===== config.mk =====
export PLATFORM = sky130hd
export DESIGN_NAME = fft_peak_reader
export DESIGN_NICKNAME = d
export VERILOG_FILES = /design/src/rtl/fft_peak_reader.sv
export SDC_FILE = /design/constraint.sdc
export NUM_CORES = 1
export LEC_CHECK = 0
export ABC_AREA = 1
export BUFFER_PORTS_ARGS = -buffer_cell sky130_fd_sc_hd__buf_2
export CELL_PAD_IN_SITES_DETAIL_PLACEMENT = 1
export CELL_PAD_IN_SITES_GLOBAL_PLACEMENT = 2
export CORE_MARGIN = 5
export CORE_UTILIZATION = 33
export CTS_CLUSTER_DIAMETER = 150
export CTS_CLUSTER_SIZE = 28
export DETAILED_ROUTE_END_ITERATION = 10
export PLACE_DENSITY = 0.84
export SETUP_SLACK_MARGIN = 0.2
export SYNTH_ARGS = -nofsm -noshare
export SYNTH_HDL_FRONTEND = slang
export SYNTH_SLANG_ARGS = --single-unit

===== constraint.sdc =====
create_clock -name CLK -period 2.4 [get_ports CLK]
set_input_delay 0.24 -clock CLK [delete_from_list [all_inputs] [get_ports CLK]]
set_output_delay 0.24 -clock CLK [all_outputs]
set_load 0.02 [all_outputs]

===== src/rtl/fft_peak_reader.sv =====
// Peak-bin finder for the FFT core's natural-order output stream.
// Tracks max |re|+|im| per frame and hands the result off with valid/ack.
module fft_peak_reader #(
   parameter int POINTS  = 256,
   parameter int DATA_W  = 32,
   parameter int IDX_W   = 8,
   parameter bit SKIP_DC = 1'b1
) (
   input  logic              CLK,
   input  logic              RST,
   input  logic              CLKEN,
   input  logic [DATA_W-1:0] DATAO_RE,
   input  logic [DATA_W-1:0] DATAO_IM,
   input  logic              DATAO_VALID,
   input  logic              OUTP_READY,
   output logic              PEAK_VALID,
   input  logic              PEAK_ACK,
   output logic [IDX_W-1:0]  PEAK_BIN,
   output logic [DATA_W:0]   PEAK_MAG,
   output logic [15:0]       FRAME_CNT,
   output logic              DROP_ERR,
   output logic              SYNC_ERR
);

   localparam logic [IDX_W-1:0] LAST_BIN  = IDX_W'(POINTS - 1);
   localparam logic [IDX_W-1:0] FIRST_BIN = IDX_W'(SKIP_DC ? 1 : 0);

   typedef enum logic [1:0] {
      IDLE = 2'd0,
      ACC  = 2'd1,
      DONE = 2'd2
   } state_t;

   state_t state;

   logic              beat;
   logic              rise;
   logic              sync_hit;
   logic              rdy_q;
   logic [IDX_W-1:0]  cnt;
   logic [IDX_W-1:0]  idx;

   logic              s1_valid;
   logic [DATA_W-1:0] s1_re;
   logic [DATA_W-1:0] s1_im;
   logic [IDX_W-1:0]  s1_idx;
   logic              s1_last;

   logic              s2_valid;
   logic [DATA_W:0]   s2_sum;
   logic [IDX_W-1:0]  s2_idx;
   logic              s2_last;

   logic [DATA_W:0]   max_mag;
   logic [IDX_W-1:0]  max_idx;
   logic [DATA_W:0]   sum;
   logic              take;
   logic              better;

   // Unsigned result keeps the most negative input exact (no saturation).
   function automatic logic [DATA_W-1:0] mag_abs(input logic [DATA_W-1:0] v);
      return v[DATA_W-1] ? -v : v;
   endfunction

   assign beat     = DATAO_VALID & CLKEN;
   assign rise     = OUTP_READY & ~rdy_q;
   assign sync_hit = rise & (cnt != '0);
   assign idx      = rise ? '0 : cnt;
   assign sum      = {1'b0, s1_re} + {1'b0, s1_im};
   assign take     = s2_valid & (s2_idx == FIRST_BIN);
   assign better   = s2_valid & ~(SKIP_DC && (s2_idx == '0))
                   & (s2_sum > max_mag);

   always_ff @(posedge CLK) begin
      if (RST) begin
         rdy_q    <= 1'b0;
         cnt      <= '0;
         s1_valid <= 1'b0;
         s1_re    <= '0;
         s1_im    <= '0;
         s1_idx   <= '0;
         s1_last  <= 1'b0;
         s2_valid <= 1'b0;
         s2_sum   <= '0;
         s2_idx   <= '0;
         s2_last  <= 1'b0;
         max_mag  <= '0;
         max_idx  <= '0;
      end else begin
         rdy_q    <= OUTP_READY;
         cnt      <= beat ? idx + IDX_W'(1) : idx;
         s1_valid <= beat;
         s1_re    <= mag_abs(DATAO_RE);
         s1_im    <= mag_abs(DATAO_IM);
         s1_idx   <= idx;
         s1_last  <= beat & (idx == LAST_BIN);
         s2_valid <= s1_valid;
         s2_sum   <= sum;
         s2_idx   <= s1_idx;
         s2_last  <= s1_valid & s1_last;
         if (take || better) begin
            max_mag <= s2_sum;
            max_idx <= s2_idx;
         end
      end
   end

   always_ff @(posedge CLK) begin
      if (RST) begin
         state      <= IDLE;
         PEAK_VALID <= 1'b0;
         PEAK_BIN   <= '0;
         PEAK_MAG   <= '0;
         FRAME_CNT  <= '0;
         DROP_ERR   <= 1'b0;
         SYNC_ERR   <= 1'b0;
      end else begin
         unique case (state)
            IDLE: begin
               if (s2_last)
                  state <= DONE;
               else if (beat)
                  state <= ACC;
            end
            ACC: begin
               // A completed frame in S2 outranks a resync of the next one.
               if (s2_last)
                  state <= DONE;
               else if (sync_hit && !beat)
                  state <= IDLE;
            end
            DONE: state <= IDLE;
            default: state <= IDLE;
         endcase

         if (state == DONE) begin
            PEAK_VALID <= 1'b1;
            PEAK_BIN   <= max_idx;
            PEAK_MAG   <= max_mag;
            FRAME_CNT  <= FRAME_CNT + 16'd1;
            if (PEAK_VALID && !PEAK_ACK)
               DROP_ERR <= 1'b1;
         end else if (PEAK_VALID && PEAK_ACK) begin
            PEAK_VALID <= 1'b0;
         end

         if (sync_hit)
            SYNC_ERR <= 1'b1;
      end
   end

endmodule


==> impl_metrics.ini, run 1 <==
[clock_network]
cts.path.max_buffers = 3
cts-root-buf = clkbuf_16
cts_buffers = 12
clk_pin_slew_worst_paths_ns = 0.11
clock_latency_ns = 0.49
cts_max_level = 1
cts_tree = yes
clock_sinks = 229

[sta]
worstMarginPinSlew_ns = 0.6677
fin_crit_sh_pct = 86.50
final-hold-violation-count = 0
fin_skew_ns = 0.02847
final-setup-viol-count = 0
min_period_ns = 2.076
timing.hold.ws_ns = 0.01788
clock.fmax_mhz = 481.7
tns_ns = 0
slew_headroom_pct = 55.49
final_max_slew_viol_count = 0
grt_setup_unrepaired = true

[final_layout]
final_nets = 1981
final_cell_mix = nand2_1, nor2_1, dfxtp_1
drive_gt1_share_pct = 11.73
final_common_cell = nand2_1
area_growth_pct = 15.03
final_cells = 2302
n_antenna_cell = 0

[setup_path]
required_ns = 2.78
r2r_start = max_mag[22]
crit_chain = inv_1 -> ha_1 -> nand2_1 -> nor2_1 -> nand2_1 -> nor2_1 -> nand3_1 -> nand2_1 -> nor2_1 -> nand2_1 -> nand2_4 -> clkbuf_16 -> a21oi_1 -> nor2_1
cp-startpoint = max_mag[22]
r2r.worst_path.cells = 14
crit_fanout = 9
critical-path-slowest-cell = dfxtp_1
worstSetupStartpointType = flop
critPathArrivalTime_ns = 2.46
crit_path_max_incr_delay_ns = 0.33
worstSetupPathType = reg2reg
end_kind = flop

[yosys]
synth-warning-count = 0
synth_compound_area_share_pct = 16.74
synth_top_area_share_pct = 38.58
syn_area_um2 = 11880
syn_avg_cell_area_um2 = 6.896
synthMuxAreaShare_pct = 0
synthSimpleGateAreaFrac_pct = 27.69
synth.largest_area_cell = dfxtp_1
synth_top_family_by_area = simple AND/OR/NAND/NOR gates
ys_seq_elements = 229
synth_cell_types = 44
yosys.area_share.adder_pct = 7.435
syn_nets = 1863
netlist_instances = 1723
synth_area_leaders = dfxtp_1, nand2_1, a21oi_1
synth_seq_area_share_pct = 38.58
synth_xor_area_share_pct = 0.5160

[min_path]
min_path_cells = 3
hp-class = in2reg
min_from = DATAO_RE[0]

[drt]
vias = 11341
ant_nets = 0
vias_per_cell = 4.927
drtPass1Iterations = 5
wl_per_cell_um = 15.43
drc_errors = 0
drt_iter0_drc = 542
routed_wl_um = 35520

[run_status]
status = completed

[pwr]
leakage_nw = 6.434
pwr-share-clk_pct = 29.8
p_sw_w = 0.002150
p_int_w = 0.005387
ir_worst_vdd_mv = 0.4370
p_sw_share_pct = 28.52
p_comb_share_pct = 16.7
p_per_area_nw_per_um2 = 551.5
seqPwrFrac_pct = 53.4

[placed_design]
dp.cells = 2267
gp_congestion = 0.8805
place_hpwl_um = 27380
port_buffers = 129

[floorplanning]
row_count = 69
die_area_um2 = 39900
die_w_um = 199.7
pin_count = 130
die_h_um = 199.7
core_um2 = 35570
start_util_pct = 33.40

[global_route]
grt_max_degree = 82
track_usage_pct = 17.33
grt-ovfl-total = 0
grt_pass1_wl_um = 57630
antenna_found_initial = 0
grt_pass1_vias = 11341

[flow_run]
cap_viol_max_count = 0
[cell usage after synthesis]
cell / number
clkinv_1: 1
o41ai_1: 1
nor4b_1: 1
buf_1: 4
a21oi_1: 219
nor4_4: 1
o21a_1: 9
nor3_4: 1
nor2_4: 4
and3_1: 2
o211ai_1: 1
clkbuf_1: 43
buf_6: 4
buf_2: 3
o21ai_1: 3
o31ai_1: 3
o21ai_2: 2
a21boi_0: 3
nand2_1: 313
nor4_1: 7
nor2_1: 254
and2_1: 1
xnor2_1: 2
o21ai_0: 125
nand3_1: 91
nand2_2: 7
xor2_1: 5
buf_4: 4
nand4_1: 19
nor3_2: 3
nor3b_1: 3
o21bai_1: 5
ha_1: 69
inv_1: 214
nand4_2: 2
a21o_1: 5
nand3b_1: 4
nor2_2: 8
or2_2: 5
fa_1: 1
dfxtp_1: 229
a31oi_1: 5
nor3_1: 34
nand3_2: 3
[critical path: cells and delay by family, from the launching register on]
kind / cells / cell delay, ns
compound gates: 1 / 0.15
fa+ha+maj: 1 / 0.30
buf+inv: 2 / 0.28
flops: 1 / 0.33
simple gates: 10 / 0.91
[area by class of cell]
| class | count | area [um2] |
|---|---|---|
| multi-input combinational | 1221 | 6290 |
| fill | 4550 | 21900 |
| clock inverter | 1 | 30.03 |
| tap | 461 | 576.8 |
| clock buffer | 13 | 325.3 |
| sequential | 229 | 4584 |
| timing repair buffer | 162 | 1051 |
| inverter | 215 | 809.5 |
[per-layer routing]
layer	share of wire [%]	track usage (%)
met5	0	0
met4	1.8	3.497
met3	2.7	1.511
met2	45	28.35
met1	51	25.19
[flip-flops by register name, indices dropped and copies added (netlist names), 16 cells and up]
name	cells
FRAME_CNT	16
max_mag	33
s1_im	32
PEAK_MAG	33
s1_re	32
s2_sum	33
[timing repair]
| action | 4_1_cts | 5_1_grt |
|---|---|---|
| pin swaps | 0 | 2 |
| hold buffers | 16 | 0 |
| gates resized for setup | 1 | 21 |
| endpoints found under the hold margin | 15 | 0 |
| buffers inserted | 0 | 1 |
| endpoints found under the setup margin | 2 | 37 |
| gates cloned | 0 | 4 |
[through the flow]
step           power, W  worst slack, ns  util [%]  instance area, um2
3_5_place_dp   0.005316           0.1710     36.56               13010
3_3_place_gp   0.005289           0.2371     36.56               13010
4_1_cts        0.007620           0.2273     38.02               13520
6_report       0.007537           0.3239     38.42               13670
5_1_grt        0.007976           0.1342     38.42               13670
2_1_floorplan  0.004887           0.5079         -               11880
[kinds of logic after synthesis]
family,count (synthesis)
xor gates and xnor gates,7
buffers and inverters,273
AOI/OAI and AO/OA,381
adders and majority gates,70
DFF,229
and+or+nand+nor,763
[path summary, 6_finish.rpt]
path | to | slack (ns)
setup / recovery | max_mag[29] | 0.32
hold / removal | s1_re[0] | 0.02
setup reg to reg | max_mag[29] | 0.32
hold reg to reg | s2_idx[4] | 0.41
[power by group through the flow]
stage,Clock [W],Sequential (W),Combinational (W)
final,0.00225,0.00403,0.00126
after global routing,0.00249,0.00404,0.00144
after CTS,0.00236,0.00403,0.00124
after detailed placement,0,0.00411,0.00120
after global placement,0,0.00411,0.00118
after floorplan,0,0.00408,0.000809
Power figures use the tool's default switching activity.
==> run 2, diff against run 1 <==
- clock period: 2.4 -> 2 ns (I/O delays scaled with it)
==> impl_metrics.ini, run 2 (same netlist as run 1, synthesis figures left out) <==
[run_status]
status = finished, violations left
violations = negative setup slack

[pwr]
p_sw_share_pct = 30.35
pwr-share-clk_pct = 27.8
ir_worst_vdd_mv = 0.4437
p_comb_share_pct = 21.9
p_int_w = 0.006822
seqPwrFrac_pct = 50.3
power_w = 0.009794
p_per_area_nw_per_um2 = 604.8
leakage_nw = 7.124
p_sw_w = 0.002972

[setup_path]
critical_path_buf_inv_count = 1
r2r.worst_path.cells = 11
end_kind = flop
crit_cells = 11
crit_fanout = 6
crit_path_max_incr_delay_ns = 0.39
required_ns = 2.39
critical-path-slowest-cell = dfxtp_1
critPathArrivalTime_ns = 2.48
crit_family = simple AND/OR/NAND/NOR gates
crit_chain = ha_4 -> nand4_1 -> nor2_4 -> nand2_1 -> nand2_1 -> nand2_2 -> nand2_8 -> nand2_8 -> clkbuf_16 -> a21oi_2 -> nor2_1
worstSetupStartpointType = flop
worstSetupPathType = reg2reg

[clock_network]
clk_pin_slew_worst_paths_ns = 0.11
cts-root-buf = clkbuf_16
cts.path.max_buffers = 3
cts_tree = yes
clock_latency_ns = 0.48
cts_max_level = 1
clock_sinks = 229
cts_buffers = 12

[sta]
timing.hold.ws_ns = 0.01902
min_period_ns = 2.094
final-hold-violation-count = 0
setup_slack_ns = -0.09393
slew_headroom_pct = 57.16
fin_crit_sh_pct = 104.7
grt_setup_unrepaired = true
clock.fmax_mhz = 477.6
worstMarginPinSlew_ns = 0.6426
fin_skew_ns = 0.02509
tns_ns = -1.643
final_max_slew_viol_count = 0
final-setup-viol-count = 39

[final_layout]
multi_input_area_um2 = 7853
drive_gt1_share_pct = 32.21
top_regs = PEAK_MAG (33), max_mag (33), s2_sum (33)
n_antenna_cell = 0
final_common_cell = nand2_1
layout.area.seq_um2 = 4656
final_nets = 2074
area_growth_pct = 36.31
nFillCells = 4376
final_cell_mix = nand2_1, nor2_1, inv_1

[floorplanning]
start_util_pct = 33.40
die_area_um2 = 39900
die_h_um = 199.7
pin_count = 130
row_count = 69
core_um2 = 35570
die_w_um = 199.7

[global_route]
grt_max_degree = 85
antenna_found_initial = 0
grt_pass1_vias = 11884
grt_pass1_wl_um = 59860
track_usage_pct = 18.04
grt-ovfl-total = 0

[min_path]
min_path_cells = 4
hp-class = in2reg

[drt]
ant_nets = 0
vias_per_cell = 4.977
drt_iter0_drc = 512
wl_per_cell_um = 16.99
drc_errors = 0
vias = 11919
drtPass1Iterations = 4
routed_wl_um = 40690

[placed_design]
gp_congestion = 0.8902
place_hpwl_um = 27640
port_buffers = 129
dp_slack_ns = -0.1279

[flow_run]
cap_viol_max_count = 0
-- run 2: worst register-to-register path, delay by kind of cell, from the launching register on --
kind / cells / cell delay, ns
DFF: 1 / 0.39
AOI/OAI and AO/OA: 1 / 0.15
and+or+nand+nor: 8 / 0.99
buffers and inverters: 1 / 0.20
adders and majority gates: 1 / 0.29
-- run 2: cell type report --
cell class | instances | share of cell area [%]
repair buffers | 253 | 12.01
flip-flops and latches | 229 | 28.75
clock buffers | 13 | 2.009
clock inverters | 1 | 0.1854
multi-input cells | 1223 | 48.49
well taps | 461 | 3.562
inverters | 215 | 4.998
-- run 2: path summary, 6_finish.rpt --
path | start | endpoint | slack, ns
max | s2_sum[13] | max_mag[10] | -0.09
min reg2reg | s1_idx[7] | s2_idx[7] | 0.41
min | DATAO_IM[28] | s1_im[28] | 0.02
max reg2reg | s2_sum[13] | max_mag[10] | -0.09
-- run 2: what timing repair did --
| action | CTS | global route |
|---|---|---|
| pin swaps | 18 | 93 |
| endpoints found under the setup margin | 67 | 86 |
| hold endpoints to repair | 28 | 0 |
| cloned | 3 | 11 |
| setup buffers | 6 | 26 |
| gates resized for setup | 168 | 275 |
| hold buffers | 29 | 0 |
-- run 2: stage by stage --
step	utilization (%)	cells	instance area [um2]
floorplan	-	1723	11890
global placement	37.44	2306	13320
detailed placement	37.44	2306	13320
CTS	41.51	2358	14770
global route	45.53	2395	16200
finish	45.53	2395	16200
-- run 2: layer usage --
| layer | vias to the layer above | global-route usage [%] | wire length [um] |
|---|---|---|---|
| li1 | 6037 | - | - |
| met1 | 5647 | 25.55 | 19150 |
| met2 | 171 | 29.89 | 19350 |
| met3 | 64 | 1.594 | 1138 |
| met4 | 0 | 4.478 | 1057 |
| met5 | - | 0 | 0 |
-- run 2: power groups by stage --
stage | clock, W | sequential (W) | combinational, W
6_report | 0.00272 | 0.00493 | 0.00215
4_1_cts | 0.00283 | 0.00487 | 0.00174
5_1_grt | 0.00296 | 0.00494 | 0.00236
2_1_floorplan | 0 | 0.00489 | 0.000973
3_5_place_dp | 0 | 0.00494 | 0.00147
3_3_place_gp | 0 | 0.00493 | 0.00144
==> run 3, diff against run 2 <==
- CORE_UTILIZATION: 33 -> 30
- PLACE_DENSITY: 0.84 -> 0.81
- clock period: 2 -> 1.9 ns (I/O delays scaled with it)
==> impl_metrics.ini, run 3 (same netlist as run 1, synthesis figures left out) <==
[final_layout]
area_growth_pct = 43.97
final_nets = 2145
top_regs = PEAK_MAG (33), max_mag (33), s2_sum (33)
final_cell_mix = nand2_1, nor2_1, inv_1
post-route-util_pct = 43.35
n_antenna_cell = 0
multi_input_area_um2 = 8031
final_cells = 2530
nFillCells = 4789
final_common_cell = nand2_1
layout.area.seq_um2 = 4662
drive_gt1_share_pct = 36.76

[pwr]
ir_worst_vdd_mv = 0.4025
p_per_area_nw_per_um2 = 612.2
leakage_nw = 7.592

[clock_network]
cts_max_level = 1
cts.path.max_buffers = 3
clock_sinks = 229
cts_tree = yes
clk_pin_slew_worst_paths_ns = 0.10
cts-root-buf = clkbuf_16
cts_buffers = 12
clock_latency_ns = 0.50

[global_route]
grt-ovfl-total = 0
track_usage_pct = 16.90
grt_pass1_wl_um = 62490
grt_max_degree = 82
grt_pass1_vias = 12360
antenna_found_initial = 0

[floorplanning]
row_count = 73
start_util_pct = 30.11
pin_count = 130
die_h_um = 209.0
die_area_um2 = 43690
core_um2 = 39460
die_w_um = 209.0

[sta]
fin_crit_sh_pct = 109.9
min_period_ns = 2.087
clock.fmax_mhz = 479.1
timing.hold.ws_ns = 0.001892
final-hold-violation-count = 0
final-setup-viol-count = 49
fin_skew_ns = 0.04118
slew_headroom_pct = 53.72
final_max_slew_viol_count = 0
setup_slack_ns = -0.1875
worstMarginPinSlew_ns = 0.6942
grt_setup_unrepaired = true

[setup_path]
worstSetupPathType = reg2reg
critical-path-slowest-cell = dfxtp_4
critical_path_buf_inv_count = 2
worstSetupStartpointType = flop
critPathArrivalTime_ns = 2.47
crit_chain = ha_4 -> a21oi_2 -> nand2_1 -> a21oi_2 -> nand2_2 -> nor2_2 -> nand2_2 -> nand2_4 -> buf_6 -> buf_12 -> nand3_1 -> nand2_1 -> nor2_1
required_ns = 2.28
crit_family = simple AND/OR/NAND/NOR gates
crit_path_max_incr_delay_ns = 0.37
end_kind = flop
crit_fanout = 9

[drt]
drt_iter0_drc = 427
vias_per_cell = 4.830
ant_nets = 0
wl_per_cell_um = 16.19
drc_errors = 0
drtPass1Iterations = 4
routed_wl_um = 40950
vias = 12220

[placed_design]
dp_slack_ns = -0.2369
place_hpwl_um = 28410
gp_congestion = 0.8725
dp.cells = 2416
port_buffers = 129

[flow_run]
cap_viol_max_count = 0

[min_path]
hp-class = in2reg

[run_status]
status = finished, violations left
violations = negative setup slack
[run 3: changes by cell type in the layout (fill, tap and decap cells not counted), moves of 9 or more]
cell and change:
buf_6 +19, nand2_1 -20, o21ai_0 -10, nand2_2 +14, nor2_1 -9, buf_4 +48
[run 3: cell type report]
type | count | share of cell area [%]
Clock buffer | 13 | 1.902
Clock inverter | 1 | 0.1756
Inverter | 215 | 4.747
Multi-Input combinational cell | 1221 | 46.95
Sequential cell | 229 | 27.25
Tap cell | 525 | 3.840
Timing Repair Buffer | 326 | 15.13
[run 3: worst reg2reg max path: stages (launching register included)]
cell     delay, ns
dfxtp_4       0.37
ha_4          0.26
a21oi_2       0.17
nand2_1       0.08
a21oi_2       0.21
nand2_2       0.08
nor2_2        0.13
nand2_2       0.07
nand2_4       0.11
buf_6         0.15
buf_12        0.13
nand3_1       0.08
nand2_1       0.08
nor2_1        0.04
[run 3: final timing paths]
check	from	end	slack (ns)	cells after the start
setup / recovery	s2_sum[28]	max_mag[3]	-0.19	13
hold / removal	DATAO_IM[26]	s1_im[26]	0.002	4
setup reg to reg	s2_sum[28]	max_mag[3]	-0.19	13
hold reg to reg	s1_idx[4]	s2_idx[4]	0.41	2
[run 3: timing repair]
action	4_1_cts	5_1_grt
endpoints found under the hold margin	34	0
pin swaps	33	123
cloned	2	6
hold buffers	33	0
buffers inserted	19	40
endpoints found under the setup margin	71	91
resized for setup	187	329
[run 3: layer usage]
layer  global-route usage (%)  wire length (um)  part of all wire, %
met4                    3.015               660                  1.6
met2                    29.48             20360                   50
met3                    1.546              1100                  2.7
met1                    23.09             18830                   46
met5                        0                 0                    0
[run 3: per-stage QoR]
stage | total power, W | area [um2] | setup TNS [ns]
2_1_floorplan | 0.006181 | 11910 | 0
3_3_place_gp | 0.006819 | 13760 | -6.219
3_5_place_dp | 0.006865 | 13760 | -8.182
4_1_cts | 0.01013 | 15520 | -4.523
5_1_grt | 0.01105 | 17110 | -12.29
6_report | 0.01047 | 17110 | -6.645
[run 3: power breakdown]
| group | leakage [nW] | switching (W) | internal [W] |
|---|---|---|---|
| logic | 5.53 | 0.00136 | 0.00107 |
| registers | 1.89 | 0.000188 | 0.00499 |
| clock network | 0.172 | 0.00159 | 0.00126 |
| total | 7.59 | 0.00314 | 0.00733 |
